File: src/rtl/johnson_gray_sequencer.sv
// rtl/johnson_gray_sequencer.sv - Johnson ring sequencer with Gray output, gapped runs, load and abort
module johnson_gray_sequencer #(
    parameter int GAP = 4
) (
    input  logic       clk,
    input  logic       rst,
    input  logic       start,
    input  logic       dir,
    input  logic [3:0] steps,
    input  logic       abort,
    input  logic       load,
    input  logic [3:0] ld_value,
    output logic [3:0] johnson,
    output logic [2:0] gray,
    output logic       busy,
    output logic       step_valid,
    output logic       wrap,
    output logic       done,
    output logic       err
);

    typedef enum logic [1:0] {
        IDLE,
        WAIT,
        STEP
    } state_t;

    localparam logic [3:0] GAP_RELOAD = 4'(GAP - 1);

    state_t     state;
    logic [3:0] gap_cnt;
    logic [3:0] remaining;
    logic       dir_q;
    logic [3:0] johnson_next;

    function automatic logic is_legal(input logic [3:0] j);
        case (j)
            4'b0000, 4'b0001, 4'b0011, 4'b0111,
            4'b1111, 4'b1110, 4'b1100, 4'b1000: return 1'b1;
            default:                            return 1'b0;
        endcase
    endfunction

    assign johnson_next = dir_q ? {~johnson[0], johnson[3:1]}
                                : {johnson[2:0], ~johnson[3]};

    // Gray is decoded straight from the register so it can never lag johnson.
    assign gray = {johnson[3], johnson[1], johnson[2] ^ johnson[0]};

    always_ff @(posedge clk or posedge rst) begin
        if (rst) begin
            state      <= IDLE;
            johnson    <= 4'b0000;
            gap_cnt    <= 4'd0;
            remaining  <= 4'd0;
            dir_q      <= 1'b0;
            busy       <= 1'b0;
            step_valid <= 1'b0;
            wrap       <= 1'b0;
            done       <= 1'b0;
            err        <= 1'b0;
        end else begin
            step_valid <= 1'b0;
            wrap       <= 1'b0;
            done       <= 1'b0;
            case (state)
                IDLE: begin
                    if (load) begin
                        if (is_legal(ld_value)) begin
                            johnson <= ld_value;
                            err     <= 1'b0;
                        end else begin
                            johnson <= 4'b0000;
                            err     <= 1'b1;
                        end
                    end else if (start) begin
                        if (steps != 4'd0) begin
                            dir_q     <= dir;
                            remaining <= steps;
                            gap_cnt   <= GAP_RELOAD;
                            state     <= WAIT;
                            busy      <= 1'b1;
                            err       <= 1'b0;
                        end else begin
                            done <= 1'b1;
                        end
                    end
                end
                WAIT: begin
                    if (abort) begin
                        state <= IDLE;
                        busy  <= 1'b0;
                    end else if (gap_cnt == 4'd0) begin
                        state <= STEP;
                    end else begin
                        gap_cnt <= gap_cnt - 4'd1;
                    end
                end
                STEP: begin
                    // Abort wins over the step scheduled for this cycle.
                    if (abort) begin
                        state <= IDLE;
                        busy  <= 1'b0;
                    end else begin
                        johnson    <= johnson_next;
                        step_valid <= 1'b1;
                        wrap       <= (johnson_next == 4'b0000);
                        remaining  <= remaining - 4'd1;
                        if (remaining == 4'd1) begin
                            done  <= 1'b1;
                            busy  <= 1'b0;
                            state <= IDLE;
                        end else begin
                            gap_cnt <= GAP_RELOAD;
                            state   <= WAIT;
                        end
                    end
                end
                default: begin
                    state <= IDLE;
                    busy  <= 1'b0;
                end
            endcase
        end
    end

endmodule

File: config.mk
export PLATFORM = sky130hd
export DESIGN_NAME = johnson_gray_sequencer
export DESIGN_NICKNAME = d
export VERILOG_FILES = /design/src/rtl/johnson_gray_sequencer.sv
export SDC_FILE = /design/constraint.sdc
export NUM_CORES = 1
export LEC_CHECK = 0
export CORE_MARGIN = 5
export CORE_UTILIZATION = 30
export DETAILED_ROUTE_END_ITERATION = 8
export PLACE_DENSITY = 0.51
export SLEW_MARGIN = 20
export SYNTH_ARGS = -nofsm -noshare
export SYNTH_HDL_FRONTEND = slang
export SYNTH_SLANG_ARGS = --single-unit
File: constraint.sdc
create_clock -name clk -period 1.8 [get_ports clk]
set_input_delay 0.36 -clock clk [delete_from_list [all_inputs] [get_ports clk]]
set_output_delay 0.36 -clock clk [all_outputs]
set_load 0.05 [all_outputs]
Word level (Yosys, flattened, before mapping)
Memory sizes are Yosys's and may differ from the RTL's.
Index checks and enable logic that the tools add are counted.
Word-level totals
  bits in registers: 20
  latch bits: 0
  RAM bits: 0
  ROM bits: 16
  output and inout port bits: 12
  logic and storage cells: 95
  memories: 1
Memory list
  (no name shown): words 16, width 1, read ports 1, clocked after memory_dff 0, wr ports 0, line 37  | case (j)
Cells by class
  $add $sub $neg: 2
  $mul: 0
  div/mod/pow operators: 0
  magnitude comparators: 0
  equal/unequal tests: 14
  shifts and indexed selects: 0
  muxes and demuxes: 49
  bitwise gates (word level): 4
  reduce and logical (&&, ||, !) cells: 15
Operators by type and width (number)
  4-bit 2-to-1 mux: 15
  1-bit 2-to-1 mux: 23
  2-bit != test (second input constant): 9
  4-bit one-hot mux with 2 select lines: 2
  4-bit one-hot mux with 3 select lines: 1
  2-bit 2-to-1 mux: 5
  5-bit AND reduction: 2
  4-bit logical NOT: 2
  4-bit AND reduction: 2
  8-bit AND reduction: 1
  4-bit by 1-bit subtractor with 4-bit output (second input constant): 2
  3-bit != test (second input constant): 2
  2-bit one-hot mux with 3 select lines: 1
  3-bit AND reduction: 2
  2-bit nonzero test: 3
  4-bit by 1-bit == test with 1-bit output (second input constant): 1
  4-bit nonzero test: 1
  1-bit NOT: 3
  1-bit one-hot mux with 3 select lines: 1
  3-bit nonzero test: 1
  2-bit by 1-bit == test with 1-bit output (second input constant): 1
  2-bit == test (second input constant): 1
  2-bit logical NOT: 1
  1-bit one-hot mux with 2 select lines: 1
  1-bit XOR: 1

Longest topological paths before layout
An unclocked memory read counts as a cell.
  depth after elaboration: 6
  gate-level depth with buffers: 7

Worst setup path before layout
OpenSTA, ideal clock, no wires.
  kind: register to output
  start: register johnson[0]
  end: output gray[0]
  arrival: 1501 ps
  required time: 1440 ps
  setup slack: -61 ps
  stages on the path, launching flop included: 2
  buffers on the path: 0
  cells stage by stage: dfrtp_1 > xor2_1
Between the ends
  word-level cells in the longest chain between the ends: 1
Ends and longest elaborated chain
  start, declared: line 13  | output logic [3:0] johnson,
  start signal, assigned: line 70  | johnson <= ld_value;
  start signal, assigned: line 105  | johnson <= johnson_next;
  1-bit XOR: line 48  | assign gray = {johnson[3], johnson[1], johnson[2] ^ johnson[0]};
  end, declared: line 14  | output logic [2:0] gray,
No other way between the ends.

Worst setup path in the final report
  start: input steps[0]
  end: register gap_cnt[1]
Between the ends
  word-level cells in the longest chain between the ends: 3
Ends and longest elaborated chain
  start, declared: line 9  | input logic [3:0] steps,
  4-bit nonzero test: line 77  | if (steps != 4'd0) begin
  2-bit != test (no line)
  8-bit AND reduction (no line)
  end signal, assigned: line 96  | gap_cnt <= gap_cnt - 4'd1;
  end, declared: line 31  | logic [3:0] gap_cnt;
No other way between the ends.
A chain may end at the register's enable or synchronous reset.

==> impl_metrics.json <==
{
  "tightestPinTransition_ns": 0.3903,
  "syn_area_mm2": 0.001226,
  "final_design_area_no_fill_mm2": 0.001809,
  "syn-num-nets": 151,
  "final_cells": 234,
  "clock-sinks": 20,
  "run_status": "finished clean",
  "globalRoute.totalOverflow": 0,
  "syn-instance-count": 133,
  "critical_path.max_stage_delay_ns": 0.53,
  "finClkSkew_ns": 0.002198,
  "routed_wire_length_per_instance_um": 13.36,
  "grt_util_met1_pct": 16.58,
  "ys_types": 39,
  "power.leakage_uw": 0.0008323,
  "chip_height_um": 73.93,
  "worstReg2RegStart": "remaining[1]",
  "hold_viol_final": 0,
  "timing.critical_path.arrival_ns": 1.89,
  "final.fill_count": 406,
  "seq_area_frac_synth_pct": 40.82,
  "clock_tree.buffer_depth": 2,
  "hold_path.class": "in -> async",
  "ff_to_ff_setup_slack_ns": 0.12,
  "placed_area_mm2": 0.001708,
  "core_area_mm2": 0.003971,
  "grt_antenna_before_repair": 0,
  "synthesis.yosys.warnings": 0,
  "dieArea_mm2": 0.005466,
  "drive_above_1_share_pct": 32.07,
  "syn2layout_area_growth_pct": 47.55,
  "route.detailed.vias_per_inst": 4.769,
  "place.gp.congestion": 0.7452,
  "cts_made_buffers": 3,
  "count_of_flip_flops_with_a_built_in_enable_after_synthesis": 0,
  "cpMaxStageDelayCell": "sky130_fd_sc_hd__or4_4",
  "critical_path_buf_inv_count": 3,
  "place.detailed.hpwl_mm": 2.300,
  "crit_top_cell": "sky130_fd_sc_hd__buf_4",
  "startpoint_type": "input port",
  "via_count": 1116,
  "drt_wl_total_mm": 3.127,
  "ff2ff_path_depth": 6,
  "detailedRoute.firstIterationViolations": 24,
  "diodes": 0,
  "layout_commonest_cell": "sky130_fd_sc_hd__buf_4",
  "critical_path_peak_fanout": 3,
  "cp_cell_sequence": "dlygate4sd2_1, or4_4, and2_4, buf_4, nor4_2, buf_4, a31oi_4",
  "timing.critical_path.to_type": "register",
  "floorplan.initialDensity_pct": 30.88,
  "io_pins": 26,
  "clock_latency_reported_for_the_late_side_of_the_worst_skew_pair_ns": 0.26,
  "finalWorstPathRequiredPeriod_ns": 1.738,
  "grt.met3_usage_pct": 3.514,
  "timing.max_cap.violations": 0,
  "maximum_operating_frequency_mhz": 575.5,
  "firstDrtPassIters": 4,
  "placed_cells": 229,
  "power_density_mw_per_mm2": 1072,
  "detail-route-antenna-nets": 0,
  "grt_util_all_layers_pct": 12.07,
  "chipWidth_um": 73.93,
  "final_util_pct": 45.56,
  "grt_first_pass_wirelength_mm": 5.154,
  "most-common-layout-cells": "sky130_fd_sc_hd__buf_4, sky130_fd_sc_hd__dfrtp_1, sky130_fd_sc_hd__nand2_1, sky130_fd_sc_hd__nor2_1, sky130_fd_sc_hd__clkdlybuf4s50_1",
  "asyncSetResetFlopFracSynth_pct": 100.0,
  "critical_path_class": "in -> reg",
  "final_nets": 203,
  "finalCritPeriodShare_pct": 96.54,
  "via_count_of_the_first_global_routing_pass": 1107,
  "top_usage_layer": "met2",
  "cp_top_family": "simple AND/OR/NAND/NOR gates",
  "cts_root_buf": "sky130_fd_sc_hd__clkbuf_8",
  "setup-violations-final": 0,
  "core.rowCount": 23,
  "synth.ff_latch_count": 20,
  "reg2reg_to": "gap_cnt[0]",
  "maximum_number_of_pins_on_one_net_before_global_route_repair": 21,
  "slew_violations": 0,
  "post_synth_top_flop": "sky130_fd_sc_hd__dfrtp_1",
  "worstPathRequired_ns": 1.95,
  "worst_setup_hold_path_clk_slew_ns": 0.08,
  "drc_errors": 0,
  "cts_tree": "done",
  "port-buffer-count": 25,
  "h_tree_levels": 1,
  "synthesis.area_per_instance_um2": 9.219,
  "ir_drop_v": 0.0004755,
  "worst_case_headroom_to_the_max_slew_limit_pct": 73.83,
  "globalRouteMet2Util_pct": 19.00
}
-- routing by layer --
metal  share of wire, %  up-vias
met4               0.54        0
met2                 49       23
met1                 46      518
met5                  0        -
met3                4.6        2
li1                   -      573
-- sequential cells by signal (all words and copies together) (netlist names) --
register and cells:
state 2, remaining 4, err 1, gap_cnt 4
johnson 4, dir_q 1, wrap 1, busy 1
done 1, step_valid 1
-- how the worst max path moves through the flow --
stage	slack, ns	depth (start not counted)	end	start
after global routing	-0.01	8	gap_cnt[1]	gap_cnt[1]
after detailed placement	-0.39	5	gap_cnt[0]	steps[3]
after CTS	0.03	5	gap_cnt[0]	steps[0]
final	0.06	7	gap_cnt[1]	steps[0]
after floorplan	0.01	5	gap_cnt[0]	steps[3]
after global placement	-0.37	5	gap_cnt[0]	steps[3]
-- cell type report --
class	count	area (µm²)	share of cell area [%]
multi-input cells	100	693.2	38.31
well taps	50	62.56	3.458
inverters	6	22.52	1.245
clock inverters	1	30.03	1.660
clock buffers	3	41.29	2.282
flip-flops and latches	20	500.5	27.66
repair buffers	54	459.2	25.38
-- tightest hold or removal path, stage by stage --
cell and delay (ns):
sky130_fd_sc_hd__clkdlybuf4s50_1 0.39, sky130_fd_sc_hd__inv_1 0.05, sky130_fd_sc_hd__buf_4 0.27
-- power by group --
part	switching [µW]	internal (µW)	total [µW]
clock network	160	297	457
registers	139	539	678
logic	434	371	805
-- repair_timing --
item | CTS | global route
setup endpoints to repair | 6 | 4
hold buffers | 0 | 0
pin swaps | 4 | 1
setup buffers | 1 | 0
resized for setup | 5 | 5
-- metrics by stage --
stage | setup TNS [ns] | total power [µW] | hold WS (ns) | setup WS [ns]
6_report | 0 | 1940 | 0.4191 | 0.06226
5_1_grt | -0.01199 | 2054 | 0.4566 | -0.01199
4_1_cts | 0 | 1954 | 0.4279 | 0.02621
2_1_floorplan | 0 | 1182 | 0.3238 | 0.01418
3_5_place_dp | -3.171 | 1484 | 0.4846 | -0.3921
3_3_place_gp | -3.021 | 1468 | 0.4897 | -0.3737
-- synthesized netlist by cell type, types with 2 or more instances --
| cell | count | share of area (%) |
|---|---|---|
| sky130_fd_sc_hd__a211oi_1 | 2 | 1.2 |
| sky130_fd_sc_hd__a21oi_1 | 9 | 3.7 |
| sky130_fd_sc_hd__a221oi_1 | 2 | 1.4 |
| sky130_fd_sc_hd__a31oi_4 | 2 | 3.5 |
| sky130_fd_sc_hd__buf_2 | 2 | 0.82 |
| sky130_fd_sc_hd__buf_4 | 2 | 1.2 |
| sky130_fd_sc_hd__clkbuf_1 | 2 | 0.61 |
| sky130_fd_sc_hd__dfrtp_1 | 20 | 41 |
| sky130_fd_sc_hd__ha_1 | 4 | 4.1 |
| sky130_fd_sc_hd__inv_1 | 6 | 1.8 |
| sky130_fd_sc_hd__mux2i_1 | 3 | 2.4 |
| sky130_fd_sc_hd__nand2_1 | 15 | 4.6 |
| sky130_fd_sc_hd__nand2b_1 | 5 | 2.6 |
| sky130_fd_sc_hd__nor2_1 | 12 | 3.7 |
| sky130_fd_sc_hd__nor3_1 | 6 | 2.4 |
| sky130_fd_sc_hd__nor3b_1 | 6 | 3.7 |
| sky130_fd_sc_hd__nor4_1 | 2 | 1.0 |
| sky130_fd_sc_hd__nor4b_1 | 2 | 1.4 |
| sky130_fd_sc_hd__o211ai_1 | 3 | 1.8 |
| sky130_fd_sc_hd__o21a_1 | 2 | 1.2 |
| sky130_fd_sc_hd__o21ai_0 | 6 | 2.4 |
| sky130_fd_sc_hd__o22a_1 | 2 | 1.4 |
| sky130_fd_sc_hd__or2_2 | 2 | 1.0 |
-- kinds of logic after synthesis --
family	Yosys count	synth area share [%]
AND/OR/NAND/NOR	58	25.92
AO/OA/AOI/OAI	33	19.90
flip-flops	20	40.82
buffers and inverters	13	5.408
adder cells (fa/ha/maj)	4	4.082
multiplexers	3	2.449
XOR/XNOR	2	1.429
Power figures use the tool's default switching activity.
==> RTL change 1, RTL diff (config.mk and constraints unchanged) <==
Add an input register stage for `start`, `dir`, `steps`, `abort`, `load` and `ld_value`, without a reset; this delays them by one clock.
--- a/src/rtl/johnson_gray_sequencer.sv
+++ b/src/rtl/johnson_gray_sequencer.sv
@@ -28,2 +28,18 @@
     localparam logic [3:0] GAP_RELOAD = 4'(GAP - 1);
+
+    logic start_q;
+    logic dir_r;
+    logic [3:0] steps_q;
+    logic abort_q;
+    logic load_q;
+    logic [3:0] ld_value_q;
+
+    always_ff @(posedge clk) begin
+        start_q    <= start;
+        dir_r      <= dir;
+        steps_q    <= steps;
+        abort_q    <= abort;
+        load_q     <= load;
+        ld_value_q <= ld_value;
+    end
 
@@ -67,5 +83,5 @@
                 IDLE: begin
-                    if (load) begin
-                        if (is_legal(ld_value)) begin
-                            johnson <= ld_value;
+                    if (load_q) begin
+                        if (is_legal(ld_value_q)) begin
+                            johnson <= ld_value_q;
                             err     <= 1'b0;
@@ -75,6 +91,6 @@
                         end
-                    end else if (start) begin
-                        if (steps != 4'd0) begin
-                            dir_q     <= dir;
-                            remaining <= steps;
+                    end else if (start_q) begin
+                        if (steps_q != 4'd0) begin
+                            dir_q     <= dir_r;
+                            remaining <= steps_q;
                             gap_cnt   <= GAP_RELOAD;
@@ -89,3 +105,3 @@
                 WAIT: begin
-                    if (abort) begin
+                    if (abort_q) begin
                         state <= IDLE;
@@ -100,3 +116,3 @@
                     // Abort wins over the step scheduled for this cycle.
-                    if (abort) begin
+                    if (abort_q) begin
                         state <= IDLE;
Behaviour: not the same (a bounded check fails within 4 cycles, from zero or initial values and one cycle with rst high).
==> RTL change 1 against the original RTL <==
- clock skew is 0.0020 ns higher
- maximum frequency is 0.40% lower
- sequential cell count is 13 higher
- largest power group is now registers
- synthesized area is 17% higher
- combinational power is 9.7% lower
- sequential power is 46% higher
- cell area is 1.9% higher
- critical endpoint is now gap_cnt[2]
- critical path type is now flop to flop
- critical path depth stayed put
- routed wire length is 1.0% lower
- worst setup slack worse by 0.0070 ns
- power is 16% higher
==> RTL change 1: results (changes against the original RTL) <==
| Metric | Value |
|---|---|
| Worst-path clk slew | 0.06 ns (-0.02 ns) |
| Clock Latency Late Sink | 0.28 ns (+0.02 ns) |
| Mean Syn Cell Area | 10.8 um^2 (+17%) |
| Layout cells sized above 1 | 24.7% (-7.4 points) |
| First-pass GRT wire length | 5320 um (+3.2%) |
| Vias in the first global route | 1124 (+1.5%) |
| Vias | 1038 (-7.0%) |
| Placed cell count | 212 (-7.4%) |
| Initial antenna violation count | 0 (unchanged) |
| VDD IR max | 0.623 mV (+31%) |
| Place WS | 0.0566 ns (+0.449 ns) |
| Largest cells by area after synthesis | dfrtp_1, dfxtp_1, mux2_2 |
| GPL Wtd Cong | 0.783 (+5.1%) |
| Netlist cell types | 34 (-13%) |
| GR Util met2 | 19.1% (+0.11 points) |
| Rel. slew slack | 68.0% (-5.8 points) |
| Maximum clock insertion buffer count | 2 (unchanged) |
| Post-CTS setup buffer count | 0 (-1) |
| Clock skew | 0.00421 ns (+0.00201 ns) |
| Fill count | 455 (+12%) |
| Comb. pwr | 727 uW (-9.7%) |
| Met3 GRT Util | 4.08% (+0.57 points) |
| Internal power | 1.45 mW (+20%) |
| Layout Cells excl Fill | 220 (-6.0%) |
| TritonRoute pass-1 iters | 4 (unchanged) |
| CTS Buf Count | 5 (+2) |
| DRT iter0 DRCs | 52 (+120%) |
| Critical path peak fanout | 4 (+1) |
| Finished Core Util | 39.3% (-6.3 points) |
| H-tree levels | 2 (+1) |
| Leakage power | 0.852 nW (+2.4%) |
| CP Data Arrival Time | 1.92 ns (+0.03 ns) |
| Final HPWL DP | 2360 um (+2.6%) |
| Ys async rst share | 60.6% (-39 points) |
| Sw Ratio | 35.2% (-2.6 points) |
| Final #Nets | 183 (-9.9%) |
| Status | finished, final reports clean |
| WL per Instance | 14.1 um (+5.3%) |
| Post-synth top cells | dfrtp_1, dfxtp_1, inv_1 |
| Seq/Total Area, Yosys | 52.9% (+12 points) |
| Cell area after placement | 0.00176 mm^2 (+3.0%) |
| Gr usage total | 11.2% (-0.90 points) |
| Seq pwr | 992 uW (+46%) |
| Met1 GRT Util | 12.5% (-4.1 points) |
## RTL change 1: cell types whose count changed in the layout (fill, tap and decap cells not counted), moves of 6 or more
cell,delta
buf_4,-22
dfxtp_1,+13
inv_1,+6
mux2_2,+8
nand2_1,-9
nand3_1,+7
## RTL change 1: cells by family (layout without fill, tap and decap cells)
logic type | after synthesis | in the layout | share of synthesized area, %
AO/OA/AOI/OAI | 24 | 24 | 11.7
buffers and inverters | 19 | 52 | 5.65
multiplexers | 15 | 15 | 11.5
AND/OR/NAND/NOR | 37 | 37 | 14.3
XOR/XNOR | 1 | 1 | 0.609
adder cells (fa/ha/maj) | 4 | 4 | 3.48
flip-flops | 33 | 33 | 52.9
## RTL change 1: routing by layer
layer	share of wire [%]	up-vias
li1	-	520
met1	42	493
met2	51	20
met3	5.1	5
met4	1.8	0
met5	0	-
## RTL change 1: critical path: stages (launching register included)
cell and delay (ns):
dfrtp_1 0.38, inv_1 0.08, ha_1 0.17, nor3b_1 0.14, nor3_1 0.42, a221oi_4 0.07
buf_4 0.18, a21bo_2 0.20
## RTL change 1: final cells by class
cell class	count	area share (%)
clock buffers	8	4.34
inverters	13	2.65
multi-input cells	81	33.0
flip-flops and latches	33	41.3
well taps	54	3.66
repair buffers	31	15.1
## RTL change 1: worst paths after layout
check                            from    endpoint  slack (ns)  cells past startpoint
max                        gap_cnt[1]  gap_cnt[2]        0.06                      7
min                               rst    state[0]        0.41                      3
max reg2reg                gap_cnt[1]  gap_cnt[2]        0.06                      7
min reg2reg                     dir_r       dir_q        0.47                      1
max in group asynchronous         rst    state[1]        1.15                      3
min in group clk                dir_r       dir_q        0.47                      1
## RTL change 1: timing repair
item                       4_1_cts  5_1_grt
setup endpoints to repair        0        8
gates resized for setup          0        2
hold endpoints to repair         0        0
==> RTL change 2, RTL diff (config.mk and constraints unchanged) <==
Without the edit above. Encoding of `state_t`: now one-hot (3 bits for 3 states).
--- a/src/rtl/johnson_gray_sequencer.sv
+++ b/src/rtl/johnson_gray_sequencer.sv
@@ -21,6 +21,6 @@
 
-    typedef enum logic [1:0] {
-        IDLE,
-        WAIT,
-        STEP
+    typedef enum logic [2:0] {
+        IDLE = 3'b001,
+        WAIT = 3'b010,
+        STEP = 3'b100
     } state_t;
Check against the original RTL: same outputs for any inputs over 10 cycles, from zero or initial values and one cycle with rst high; not proved beyond that.
==> RTL change 2 against the original RTL <==
- cell area grew 7.6%
- die area grew 2.4%
- synthesized area grew 2.8%
- highest routed layer unchanged
- worst setup slack lost 0.057 ns
- power shrank 19%
- sequential power shrank 11%
- routed wire length grew 6.9%
- sequential cell count grew 1
==> RTL change 2: results (changes against the original RTL) <==
| Metric | Value |
|---|---|
| Minimum clock period | 1.80 ns (+0.0574 ns) |
| Largest net degree at the start of global routing | 22 (+4.8%) |
| First-pass GRT wire length | 5570 um (+8.0%) |
| Rel. slew slack | 70.7% (-3.1 points) |
| # resized after CTS | 3 (-2) |
| Status | finished, final reports clean |
| CP Data Arrival Time | 1.95 ns (+0.06 ns) |
| Vias | 1209 (+8.3%) |
| Largest cells by area after synthesis | dfrtp_1, nor2_1, o21ai_0 |
| Seq/Total Area, Yosys | 41.8% (+0.99 points) |
| Leakage power | 0.927 nW (+11%) |
| Adder-cell share of the synthesized area | 2.98% (-1.1 points) |
| Vias per cell | 4.91 (+3.0%) |
| Crit-path slowest cell | dfrtp_1 |
| Post-synth top cells | dfrtp_1, nor2_1, inv_1 |
| Final HPWL DP | 2450 um (+6.5%) |
| Seq pwr | 605 uW (-11%) |
| Layout cells sized above 1 | 43.4% (+11 points) |
| Gr usage total | 12.7% (+0.65 points) |
| Reg2reg start | gap_cnt[0] |
| Mean Syn Cell Area | 9.62 um^2 (+4.3%) |
| DRT Wirelength | 3340 um (+6.9%) |
| Placed cell count | 232 (+1.3%) |
| Post-synthesis xor/xnor area fraction | 0.695% (-0.73 points) |
| Comb. pwr | 661 uW (-18%) |
| Sw Ratio | 36.5% (-1.3 points) |
[RTL change 2: through the flow]
| step | util (%) | power [mW] | hold WS [ns] |
|---|---|---|---|
| after CTS | 45.9 | 1.56 | 0.445 |
| after global placement | 43.9 | 1.22 | 0.479 |
| after global routing | 48.3 | 1.67 | 0.464 |
| final | 48.3 | 1.57 | 0.435 |
| after detailed placement | 43.9 | 1.23 | 0.499 |
| after floorplan | - | 0.966 | 0.336 |
[RTL change 2: layout make-up]
type / count / share of cell area (%)
multi-input combinational: 95 / 37.0
timing repair buffer: 65 / 27.8
sequential: 21 / 27.2
tap: 50 / 3.21
inverter: 11 / 2.38
clock buffer: 3 / 2.12
clock inverter: 1 / 0.257
[RTL change 2: metal layers]
layer / track usage, % / vias to the layer above / wire [um] / share of wire [%]
li1: - / 606 / - / -
met1: 17.3 / 574 / 1530 / 46
met2: 21.6 / 25 / 1650 / 49
met3: 1.74 / 4 / 128 / 3.8
met4: 2.96 / 0 / 29 / 0.87
met5: 0 / - / 0 / 0
